[src/rtl/cfi_mailbox_responder.sv]
// CFI log mailbox: AXI subordinate that captures the log burst plus doorbell and hands the record to the consumer.
// Define CFI_MBOX_READBACK_EN to enable AXI readback of the log words and doorbell status.
package ariane_axi;
  typedef struct packed {
    logic [3:0]  id;
    logic [63:0] addr;
    logic [7:0]  len;
    logic [2:0]  size;
    logic [1:0]  burst;
  } aw_chan_t;

  typedef struct packed {
    logic [3:0]  id;
    logic [63:0] addr;
    logic [7:0]  len;
    logic [2:0]  size;
    logic [1:0]  burst;
  } ar_chan_t;

  typedef struct packed {
    logic [63:0] data;
    logic [7:0]  strb;
    logic        last;
  } w_chan_t;

  typedef struct packed {
    logic [3:0] id;
    logic [1:0] resp;
  } b_chan_t;

  typedef struct packed {
    logic [3:0]  id;
    logic [63:0] data;
    logic [1:0]  resp;
    logic        last;
  } r_chan_t;

  typedef struct packed {
    aw_chan_t aw;
    logic     aw_valid;
    w_chan_t  w;
    logic     w_valid;
    logic     b_ready;
    ar_chan_t ar;
    logic     ar_valid;
    logic     r_ready;
  } req_t;

  typedef struct packed {
    logic    aw_ready;
    logic    ar_ready;
    logic    w_ready;
    logic    b_valid;
    b_chan_t b;
    logic    r_valid;
    r_chan_t r;
  } resp_t;
endpackage

module cfi_mailbox_responder #(
  parameter logic [63:0] BASE_ADDR = 64'h0000_0000_1040_4000,
  parameter int unsigned NUM_WORDS = 8
) (
  input  logic                     clk_i,
  input  logic                     rst_i,
  input  ariane_axi::req_t         axi_req_i,
  output ariane_axi::resp_t        axi_rsp_o,
  output logic [32*NUM_WORDS-1:0]  log_o,
  output logic                     log_valid_o,
  input  logic                     log_ready_i,
  output logic                     busy_o
);
  localparam logic [63:0] DB_ADDR = BASE_ADDR + 64'(4 * NUM_WORDS);
  localparam int unsigned IW = $clog2(NUM_WORDS);

  typedef enum logic [1:0] {IDLE, WDATA, WRESP, RDATA} state_e;

  state_e      r_state, w_state_nxt;
  logic [63:0] r_addr;
  logic [7:0]  r_len;
  logic [7:0]  r_beat;
  logic [3:0]  r_id;
  logic        r_err;
  logic        r_past;
  logic        r_trig;
  logic        r_log_valid;
  logic [31:0] r_mem [NUM_WORDS];

  logic        w_in_win, w_is_db, w_idx_ok, w_target_ok, w_beat_err, w_rlast;
  logic [63:0] w_idx;
  logic [31:0] w_rdata;
  logic [1:0]  w_rresp;
  logic        w_unused;

  // Target is decided by the start address; beats past the last log word never spill into the doorbell.
  assign w_in_win    = (r_addr >= BASE_ADDR) && (r_addr < DB_ADDR);
  assign w_is_db     = (r_addr == DB_ADDR);
  assign w_idx       = ((r_addr - BASE_ADDR) >> 2) + 64'(r_beat);
  assign w_idx_ok    = w_in_win && (w_idx < 64'(NUM_WORDS));
  assign w_target_ok = w_idx_ok || (w_is_db && (r_beat == '0));
  assign w_beat_err  = r_past || !w_target_ok || r_log_valid ||
                       (axi_req_i.w.last && (r_beat != r_len));
  assign w_rlast     = (r_beat == r_len);

  assign log_valid_o = r_log_valid;
  assign busy_o      = (r_state != IDLE);
  assign w_unused    = ^{axi_req_i.aw.size, axi_req_i.aw.burst, axi_req_i.ar.size,
                         axi_req_i.ar.burst, axi_req_i.w.data[63:32], axi_req_i.w.strb[7:4]};

  always_comb begin
    log_o = '0;
    for (int unsigned k = 0; k < NUM_WORDS; k++) begin
      log_o[32*k +: 32] = r_mem[k];
    end
  end

  always_comb begin
    w_rdata = '0;
    w_rresp = 2'b10;
`ifdef CFI_MBOX_READBACK_EN
    if (w_idx_ok) begin
      w_rdata = r_mem[w_idx[IW-1:0]];
      w_rresp = 2'b00;
    end else if (w_is_db && (r_beat == '0)) begin
      w_rdata = {31'b0, r_log_valid};
      w_rresp = 2'b00;
    end
`endif
  end

  // Handshake outputs are forced low while reset is asserted.
  always_comb begin
    w_state_nxt = r_state;
    axi_rsp_o   = '0;
    if (!rst_i) begin
      case (r_state)
        IDLE: begin
          axi_rsp_o.aw_ready = 1'b1;
          axi_rsp_o.ar_ready = !axi_req_i.aw_valid;
          if (axi_req_i.aw_valid)      w_state_nxt = WDATA;
          else if (axi_req_i.ar_valid) w_state_nxt = RDATA;
        end
        WDATA: begin
          axi_rsp_o.w_ready = 1'b1;
          if (axi_req_i.w_valid && axi_req_i.w.last) w_state_nxt = WRESP;
        end
        WRESP: begin
          axi_rsp_o.b_valid = 1'b1;
          axi_rsp_o.b.id    = r_id;
          axi_rsp_o.b.resp  = r_err ? 2'b10 : 2'b00;
          if (axi_req_i.b_ready) w_state_nxt = IDLE;
        end
        RDATA: begin
          axi_rsp_o.r_valid = 1'b1;
          axi_rsp_o.r.id    = r_id;
          axi_rsp_o.r.data  = {32'h0, w_rdata};
          axi_rsp_o.r.resp  = w_rresp;
          axi_rsp_o.r.last  = w_rlast;
          if (axi_req_i.r_ready && w_rlast) w_state_nxt = IDLE;
        end
        default: w_state_nxt = IDLE;
      endcase
    end
  end

  always_ff @(posedge clk_i) begin
    if (rst_i) begin
      r_state     <= IDLE;
      r_addr      <= '0;
      r_len       <= '0;
      r_beat      <= '0;
      r_id        <= '0;
      r_err       <= 1'b0;
      r_past      <= 1'b0;
      r_trig      <= 1'b0;
      r_log_valid <= 1'b0;
      for (int unsigned k = 0; k < NUM_WORDS; k++) r_mem[k] <= '0;
    end else begin
      r_state <= w_state_nxt;
      if (r_log_valid && log_ready_i) r_log_valid <= 1'b0;
      case (r_state)
        IDLE: begin
          r_beat <= '0;
          r_err  <= 1'b0;
          r_past <= 1'b0;
          r_trig <= 1'b0;
          if (axi_req_i.aw_valid) begin
            r_addr <= axi_req_i.aw.addr;
            r_len  <= axi_req_i.aw.len;
            r_id   <= axi_req_i.aw.id;
          end else if (axi_req_i.ar_valid) begin
            r_addr <= axi_req_i.ar.addr;
            r_len  <= axi_req_i.ar.len;
            r_id   <= axi_req_i.ar.id;
          end
        end
        WDATA: begin
          if (axi_req_i.w_valid) begin
            if (w_idx_ok && !r_past && !r_log_valid) begin
              for (int unsigned b = 0; b < 4; b++) begin
                if (axi_req_i.w.strb[b]) r_mem[w_idx[IW-1:0]][8*b +: 8] <= axi_req_i.w.data[8*b +: 8];
              end
            end
            if (w_is_db && (r_beat == '0) && !r_past && !r_log_valid && axi_req_i.w.data[0])
              r_trig <= 1'b1;
            if (w_beat_err) r_err <= 1'b1;
            // Sticky overrun marker keeps the 8-bit beat counter's wrap from re-enabling writes.
            if (w_rlast && !axi_req_i.w.last) r_past <= 1'b1;
            r_beat <= r_beat + 8'd1;
          end
        end
        WRESP: begin
          if (axi_req_i.b_ready && r_trig) r_log_valid <= 1'b1;
        end
        RDATA: begin
          if (axi_req_i.r_ready) r_beat <= r_beat + 8'd1;
        end
        default: ;
      endcase
    end
  end
endmodule
[config.mk]
export PLATFORM = sky130hd
export DESIGN_NAME = cfi_mailbox_responder
export DESIGN_NICKNAME = d
export VERILOG_FILES = /design/src/rtl/cfi_mailbox_responder.sv
export SDC_FILE = /design/constraint.sdc
export NUM_CORES = 1
export LEC_CHECK = 0
export BUFFER_PORTS_ARGS = -buffer_cell sky130_fd_sc_hd__buf_2
export CORE_ASPECT_RATIO = 1.4
export CORE_MARGIN = 2
export CORE_UTILIZATION = 30
export DETAILED_ROUTE_END_ITERATION = 12
export REMOVE_ABC_BUFFERS = 1
export SLEW_MARGIN = 0
export SYNTH_ARGS = -nofsm -noshare
export SYNTH_HDL_FRONTEND = slang
export SYNTH_SLANG_ARGS = --single-unit
export TNS_END_PERCENT = 30
[constraint.sdc]
create_clock -name clk_i -period 4.8 [get_ports clk_i]
set_input_delay 0.48 -clock clk_i [delete_from_list [all_inputs] [get_ports clk_i]]
set_output_delay 0.48 -clock clk_i [all_outputs]
set_load 0.03 [all_outputs]
# Word-level counts from Yosys, hierarchy flattened
# Memory sizes are Yosys's and may differ from the RTL's.
# Cells that the tools add are included.
dict set report word_totals {
  output_inout_bits 340
  latchBits 0
  register_bits 90
  rom_bits 0
  ramBits 256
  n_memories 1
  input_bits 243
}
# name depth width rd rd_ports_with_merged_regs write_ports line_no
set memory_table {}
lappend memory_table {r_mem 8 32 8 0 8 87} ;# logic [31:0] r_mem [NUM_WORDS];
dict set report op_classes {
  n_addsub 3
  n_mul 0
  div 0
  magnitude_cmp 3
  n_mux 62
  bitwise 0
  n_eq_ne 15
  n_shift 0
  n_reduce_logical 36
}
# op n
set op_table {}
lappend op_table {{64-bit 2-to-1 mux} 2}
lappend op_table {{82-bit 2-to-1 mux} 1}
lappend op_table {{72-bit 2-to-1 mux} 1}
lappend op_table {{64-bit by 29-bit == test with 1-bit output, second input constant} 1}
lappend op_table {{64-bit by 29-bit greater-or-equal comparator with 1-bit output, second input constant} 1}
lappend op_table {{64-bit by 29-bit less-than comparator with 1-bit output, second input constant} 1}
lappend op_table {{64-bit by 29-bit subtractor with 64-bit output, second input constant} 1}
lappend op_table {{62-bit by 8-bit adder with 63-bit output} 1}
lappend op_table {{63-bit by 4-bit less-than comparator with 1-bit output, second input constant} 1}
lappend op_table {{1-bit 2-to-1 mux} 36}
lappend op_table {{32-bit 2-to-1 mux} 1}
lappend op_table {{8-bit 2-to-1 mux} 4}
lappend op_table {{32-bit OR reduction} 1}
lappend op_table {{8-bit case mux with 3 select lines} 1}
lappend op_table {{2-bit inequality test, second input constant} 8}
lappend op_table {{1-bit logical AND} 14}
lappend op_table {{2-bit 2-to-1 mux} 7}
lappend op_table {{4-bit 2-to-1 mux} 3}
lappend op_table {{3-bit AND reduction} 4}
lappend op_table {{8-bit by 1-bit adder with 8-bit output, second input constant} 1}
lappend op_table {{8-bit == test} 1}
lappend op_table {{8-bit zero test} 1}
lappend op_table {{8-bit inequality test} 1}
lappend op_table {{2-bit case mux with 4 select lines} 1}
lappend op_table {{13 further kinds} 25}

# Logic depth before layout (Yosys ltp)
# Gate-level depths: netlist of run 1.
dict set report logic_depth {
  word_depth 13
  mapped_depth 14
  mapped_depth_nobuf 10
}

# Worst setup path after synthesis of run 1
# Ideal clock, no wire load.
dict set report synth_path {
  kind {register to register}
  startpoint {register r_beat[0]}
  endpoint {memory r_mem[2][10], enable pin}
  slack_ns 1.023
  stages_incl_launch_ff 12
  setup_time_ns 0.375
  arrival_time_ns 3.402
  cell_sequence {dfxtp_1 > ha_1 > fa_1 > a211o_1 > a221oi_1 > a21oi_1 > and3_1 > nor4_1 > and4_1 > buf_6 > nand4b_4 > o21bai_1}
}
# item line_no
set synth_lines {}
lappend synth_lines {{from (decl)} 81} ;# logic [7:0] r_beat;
lappend synth_lines {{from (signal assigned)} 209} ;# r_beat <= r_beat + 8'd1;
lappend synth_lines {{from (signal assigned)} 216} ;# if (axi_req_i.r_ready) r_beat <= r_beat + 8'd1;
lappend synth_lines {{to (decl)} 87}

==> qor.yml, run 1 <==
setup_path:
  cp.arrival_ns: 4.37
  reg2reg_to: "r_mem[1][13]$_SDFFCE_PN0P_"
  r2r_slack_ns: 0.67
  cp-endpoint: "r_mem[1][13]$_SDFFCE_PN0P_"
  critical_path.startpoint: "r_beat[0]$_SDFFE_PP0P_"
  crit_path_max_fanout: 12
  max_stage_delay_ns: 0.45
  rr_worst_depth: 13
  required_ns: 5.04
  cp-start-kind: "register"
  cp_common_cell: "buf_4"
  r2r-start: "r_beat[0]$_SDFFE_PP0P_"
  critPathSlowestCell: "fa_1"
  cp-end-kind: "register"
  crit_chain: "ha_1 > fa_1 > a211o_1 > a221oi_1 > buf_4 > a21oi_1 > and3_1 > nor4_1 > and4_1 > buf_4 > nand4_4 > o21bai_1 > buf_4"
  worstSetupPathType: "register to register"
final_layout:
  final_util: 0.383
  final_nets: 2062
  fillers: 4963
  antenna_cells: 0
  drive_gt1_frac: 0.329
  area_delta_synth_final_pct: 26.7
clock_network:
  cts_resized: 0
  clk_pin_slew_ns: 0.07
  clockBufferDepth: 3
  ctsHoldBuffers: 0
  insertion_delay_ns: 0.53
  cts-root-buf: "clkbuf_16"
  cts_buffers: 36
  cts_htree_levels: 2
  cts_setup_buffers: 0
  clock-sinks: 346
  tritoncts: "yes"
power_and_ir_drop:
  fin_total_pwr_uw: 7500
  power_density_mw_per_mm2: 385
  power_leakage_uw: 0.00820
  ir_drop_mv: 0.202
yosys:
  yosysWarnings: 0
  synth_area_leaders: "edfxtp_1 50%, dfxtp_1 12%, nor2_1 8.8%, mux2i_1 5.1%, a211oi_1 3.9%"
  netlist_instances: 1314
  syn_area_mm2: 0.0154
  synth_edf_count: 256
  synthArstFlopShare: 0
  syn_area_per_cell_um2: 11.7
  ys.flop_type: "edfxtp_1"
  ys_types: 62
  yosysTopAreaCell: "edfxtp_1"
  ys_ff_latch: 346
  post-synth-top-count-cell: "nor2_1"
  netlist.area_leader.share: 0.500
  yosys-top-cells-count: "362 x nor2_1, 256 x edfxtp_1, 90 x dfxtp_1"
  seq_area_frac_synth: 0.617
placement:
  gp_routability_congestion: 0.874
  hpwl_mm: 36.0
  io_buffer_count: 470
drt:
  detail-route-antenna-nets: 0
  first_iter_violations: 762
  finalWirelength_mm: 46.7
  via_count: 11665
  viasPerCell: 4.70
  dr.pass1.iters: 5
  drc: 0
  wl_per_cell_um: 18.8
floorplanning:
  die_w_um: 195
  die-area_mm2: 0.0531
  num_io_pins: 583
  start_util: 0.302
  die_y_um: 272
  fp-row-count: 98
  core_area_mm2: 0.0509
min_path:
  min_path_type: "input port to register"
global_routing:
  grt_pass1_wl_mm: 68.5
  grt_use_total: 0.170
  grt_pass1_vias: 11273
  grt-ovfl-total: 0
  grt_start_max_net_pins: 125
  antenna_found_initial: 2
sta:
  setup_viol: 0
  hold_violations: 0
  maxSlewViolCount: 0
  rsz0062_at_grt: "no"
  fin_crit_sh: 0.860
  fmax_mhz: 242
  min_period_ns: 4.13
  relSlewSlack: 0.489
  fin_skew_ns: 0.0178
  tightestPinTransition_ns: 0.759
job:
  maxCapViolCount: 0
status:
  status: "finished, final reports clean"
[layout make-up]
class,instances,area (µm²),area share
Clock buffer,47,967,0.0496
Clock inverter,18,225,0.0116
Inverter,9,33.8,0.00173
Multi-Input combinational cell,880,5120,0.263
Sequential cell,346,9490,0.487
Tap cell,650,813,0.0417
Timing Repair Buffer,532,2840,0.145
[worst min-delay path by stage]
stage	start	to	slack, ns	cells after the start
2_1_floorplan	r_trig$_SDFFE_PP0P_	r_trig$_SDFFE_PP0P_	0.44	2
3_3_place_gp	r_trig$_SDFFE_PP0P_	r_trig$_SDFFE_PP0P_	0.48	2
3_5_place_dp	r_addr[37]$_SDFFE_PP0P_	r_addr[37]$_SDFFE_PP0P_	0.49	2
4_1_cts	axi_req_i[83]	log_valid_o$_SDFF_PP0_	0.19	2
5_1_grt	axi_req_i[83]	log_valid_o$_SDFF_PP0_	0.20	2
6_report	axi_req_i[83]	log_valid_o$_SDFF_PP0_	0.23	2
[cells by family after synthesis]
| logic type | share of synthesized area |
|---|---|
| compound gates | 0.0802 |
| xor+xnor | 0.0165 |
| fa+ha+maj | 0.0119 |
| buf+inv | 0.0665 |
| flops | 0.617 |
| mux | 0.0508 |
| other cells | 0.000244 |
| simple gates | 0.157 |
[layout by cell type (no fill, tap or decap), types with 3 or more instances in the layout]
cell,n
nand4b_4,4
clkbuf_1,7
buf_4,63
xor2_1,19
buf_2,468
and2_1,13
bufinv_16,4
inv_1,9
o211ai_1,6
a22oi_1,4
clkbuf_16,36
and2_0,4
nand3b_1,3
conb_1,66
ha_1,13
xnor2_1,10
and4_1,3
a21o_1,3
edfxtp_1,256
o21bai_1,32
nor2_1,361
nor4_1,25
nand4_1,9
and3_1,6
nor2b_1,4
o21ai_0,11
nor3_1,8
mux2i_1,78
a211o_1,3
dfxtp_1,90
clkinv_1,5
clkinvlp_4,3
nand4_4,4
nand2_1,53
a211oi_1,79
nand3_1,11
a21oi_1,12
nand2b_1,4
[state kept, by name, indices dropped and copies added, names as in the netlist]
| register | flops |
|---|---|
| log_valid_o | 1 |
| r_addr | 64 |
| r_beat | 8 |
| r_err | 1 |
| r_id | 4 |
| r_len | 8 |
| r_mem | 256 |
| r_past | 1 |
| r_state | 2 |
| r_trig | 1 |
[routing by layer]
| layer | track usage | wire [µm] | vias up | part of all wire |
|---|---|---|---|---|
| met4 | 0.0522 | 1230 | 2 | 0.026 |
| met1 | 0.186 | 17200 | 5446 | 0.37 |
| met3 | 0.0291 | 3210 | 85 | 0.069 |
| met5 | 0 | 7 | - | 0.00015 |
| li1 | - | - | 5551 | - |
| met2 | 0.330 | 25000 | 581 | 0.54 |
[metrics by stage]
step,setup WS (ns),hold slack [ns],cell area (µm²),cells,TNS [ns]
2_1_floorplan,-1.22,0.437,14600,1235,-92.88
4_1_cts,0.594,0.190,19500,2482,0
6_report,0.670,0.230,19500,2482,0
3_3_place_gp,0.653,0.484,18300,2417,0
5_1_grt,0.321,0.202,19500,2482,0
3_5_place_dp,0.646,0.494,18300,2417,0
[critical path, delay by kind of cell (launching register included)]
| kind | cells | cell delay, ns |
|---|---|---|
| compound gates | 4 | 1.08 |
| simple gates | 4 | 1.01 |
| fa+ha+maj | 2 | 0.70 |
| buf+inv | 3 | 0.65 |
| flops | 1 | 0.38 |
[power breakdown]
part           leakage (µW)  internal (µW)  switching, µW
Combinational       0.00424            390            751
Sequential          0.00339           3380            138
Clock              0.000570           1660           1190
No activity file was read; power rests on OpenSTA's default activity.
==> run 2: changes to the inputs <==
ABC_AREA = 1   (was not set)
==> qor.yml, run 2 <==
yosys:
  synthArstFlopShare: 0  # unchanged
  post-synth-top-count-cell: "nor2_1"
  ys_types: 38  # -39%
  netlist_instances: 1743  # +33%
  post_synth_and_or_nand_nor_area_fraction: 0.259  # +0.102
  synth_area_leaders: "edfxtp_1 47%, dfxtp_1 11%, nor2_1 9.2%, nand2_1 9.0%, nand4_4 3.9%"
  yosys-top-cells-count: "399 x nor2_1, 392 x nand2_1, 256 x edfxtp_1"
  seq_area_frac_synth: 0.580  # -0.0369
  synthAdderAreaFrac: 0.0112  # -0.000711
  yosysTopAreaCell: "edfxtp_1"
  yosysWarnings: 0  # unchanged
  netlist.area_leader.share: 0.470  # -0.0299
  synth_edf_count: 256  # unchanged
  syn_area_per_cell_um2: 9.38  # -20%
  synth_compound_area_frac: 0.0653  # -0.0149
  muxShareOfSynthArea: 0  # -0.0508
  synth_top_family_by_area: "simple AND/OR/NAND/NOR gates"
  synth_xor_area_frac: 0.00964  # -0.00688
  syn_area_mm2: 0.0164  # +6.4%
  ys_ff_latch: 346  # unchanged
  ys.flop_type: "edfxtp_1"
placement:
  gp_routability_congestion: 0.944  # +8.1%
  io_buffer_count: 470  # unchanged
  place_inst: 2898  # +20%
  hpwl_mm: 41.3  # +15%
setup_path:
  r2r_slack_ns: 0.82  # +0.15 ns
  worstSetupPathType: "register to register"
  r2r-start: "r_beat[0]$_SDFFE_PP0P_"
  required_ns: 4.99  # -0.05 ns
  critPathSlowestCell: "nand2_1"
  crit_chain: "ha_1 > fa_1 > nand3_1 > nand3_1 > nand3_1 > nand2_1 > nand2_1 > nor3_2 > nand2_1 > inv_2 > nand2_1 > nand2_1 > nand3_1 > nor2_4 > buf_12 > nand4_1 > nand2_1"
  max_stage_delay_ns: 0.46  # about the same
  cp-start-kind: "register"
  rr_worst_depth: 17  # +4
  cp_common_cell: "nand2_1"
  crit_path_max_fanout: 31  # +19
  reg2reg_to: "r_mem[5][28]$_SDFFCE_PN0P_"
  cp-end-kind: "register"
  cp.arrival_ns: 4.17  # -0.20 ns
final_layout:
  final-instance-count-excl-fill: 2958  # +19%
  regArea_mm2: 0.00949  # unchanged
  antenna_cells: 0  # unchanged
  area_delta_synth_final_pct: 24.8
  drive_gt1_frac: 0.262  # -0.0667
  multi_input_area_mm2: 0.00590  # +15%
  largest_reg_flops: 256  # unchanged
  final_nets: 2471  # +20%
  fillers: 5524  # +11%
  final_common_cell: "buf_2"
  top_register: "r_mem"
  reg_top3: "r_mem: 256 flops, r_addr: 64 flops"
  final_cell_mix: "470 x buf_2, 398 x nor2_1, 392 x nand2_1"
floorplanning:
  die-area_mm2: 0.0564  # +6.2%
  core_area_mm2: 0.0541  # +6.3%
  num_io_pins: 583  # unchanged
  fp-row-count: 101  # +3.1%
  start_util: 0.302  # about the same
  die_y_um: 280  # +3.1%
  die_w_um: 201  # +3.1%
status:
  status: "finished, final reports clean"
clock_network:
  cts-root-buf: "clkbuf_16"
  tritoncts: "yes"
  insertion_delay_ns: 0.54  # about the same
  clk_pin_slew_ns: 0.06  # about the same
  cts_setup_buffers: 0  # unchanged
  cts_buffers: 35  # -2.8%
  cts_htree_levels: 2  # unchanged
  cts_resized: 0  # unchanged
  clock-sinks: 346  # unchanged
  clockBufferDepth: 3  # unchanged
  ctsHoldBuffers: 0  # unchanged
power_and_ir_drop:
  ir_drop_mv: 0.489  # +140%
  power_density_mw_per_mm2: 465  # +21%
  fin_total_pwr_uw: 9480  # +26%
  power_leakage_uw: 0.00969  # +18%
sta:
  maxSlewViolCount: 0  # unchanged
  tightestPinTransition_ns: 1.11  # +0.355 ns
  fin_crit_sh: 0.829  # -0.0315
  setup_viol: 0  # unchanged
  min_period_ns: 3.98  # -0.151 ns
  rsz0062_at_grt: "no"
  relSlewSlack: 0.250  # -0.240
  fmax_mhz: 251  # +3.8%
  fin_skew_ns: 0.0185  # +0.000696 ns
  hold_violations: 0  # unchanged
global_routing:
  grt_use_total: 0.179  # +0.00954
  grt-ovfl-total: 0  # unchanged
  grt_pass1_vias: 13230  # +17%
  antenna_found_initial: 2  # unchanged
  grt_pass1_wl_mm: 77.3  # +13%
  grt_start_max_net_pins: 104  # -17%
drt:
  wl_per_cell_um: 17.7  # -5.7%
  finalWirelength_mm: 52.4  # +12%
  first_iter_violations: 733  # -3.8%
  detail-route-antenna-nets: 0  # unchanged
  drc: 0  # unchanged
  viasPerCell: 4.66  # -0.90%
  via_count: 13777  # +18%
  dr.pass1.iters: 5  # unchanged
min_path:
  min_path_type: "input port to register"
  hold_path_startpoint: "log_ready_i"
  worstHoldEndpoint: "log_valid_o$_SDFF_PP0_"
  min_path_cells: 2  # unchanged
job:
  maxCapViolCount: 0  # unchanged
## run 2: metrics by stage
stage	hold slack, ns	setup TNS (ns)	util	instance area [µm²]	setup WS [ns]
after floorplan	0.436	-64.26	-	15800	-0.813
after global placement	0.451	0	0.357	19300	0.888
after detailed placement	0.474	0	0.357	19300	0.755
after CTS	0.0979	0	0.377	20400	0.735
after global routing	0.115	0	0.377	20400	0.416
final	0.137	0	0.377	20400	0.821
## run 2: worst max-delay path by stage
stage | startpoint | endpoint | slack, ns
finish | r_beat[0]$_SDFFE_PP0P_ | r_mem[5][28]$_SDFFCE_PN0P_ | 0.82
global route | r_beat[0]$_SDFFE_PP0P_ | r_mem[5][31]$_SDFFCE_PN0P_ | 0.42
CTS | r_beat[0]$_SDFFE_PP0P_ | r_mem[5][26]$_SDFFCE_PN0P_ | 0.73
detailed placement | r_beat[0]$_SDFFE_PP0P_ | r_mem[5][26]$_SDFFCE_PN0P_ | 0.76
global placement | r_beat[0]$_SDFFE_PP0P_ | r_mem[5][25]$_SDFFCE_PN0P_ | 0.89
floorplan | r_beat[7]$_SDFFE_PP0P_ | r_state[0]$_SDFFE_PP0P_ | -0.81
## run 2: worst max-delay path: cells and delay by family, from the launching register on
kind,cells,cell delay (ns)
flip-flops,1,0.44
adder cells (fa/ha/maj),2,0.56
buffers and inverters,2,0.41
AND/OR/NAND/NOR,13,2.21
## run 2: metal layers
metal,vias to the layer above,wire length (µm),GRT usage
met2,620,28000,0.351
met3,93,3320,0.0300
li1,6655,-,-
met1,6405,19000,0.186
met4,4,2120,0.0777
met5,-,27,0
## run 2: where the power goes
| part | internal [µW] | switching, µW |
|---|---|---|
| Sequential | 3530 | 324 |
| Combinational | 851 | 2080 |
| Clock | 1530 | 1160 |
| Total | 5920 | 3570 |
## run 2: kinds of logic after synthesis
family / Yosys count
adders and majority gates: 14
other: 1
AOI/OAI and AO/OA: 191
buffers and inverters: 244
xor gates and xnor gates: 18
and+or+nand+nor: 929
DFF: 346
## run 2: cell type report
type / count / share of cell area
Tap cell: 721 / 0.0442
Clock buffer: 44 / 0.0451
Inverter: 124 / 0.0229
Sequential cell: 346 / 0.465
Clock inverter: 16 / 0.00889
Multi-Input combinational cell: 1218 / 0.289
Timing Repair Buffer: 489 / 0.125
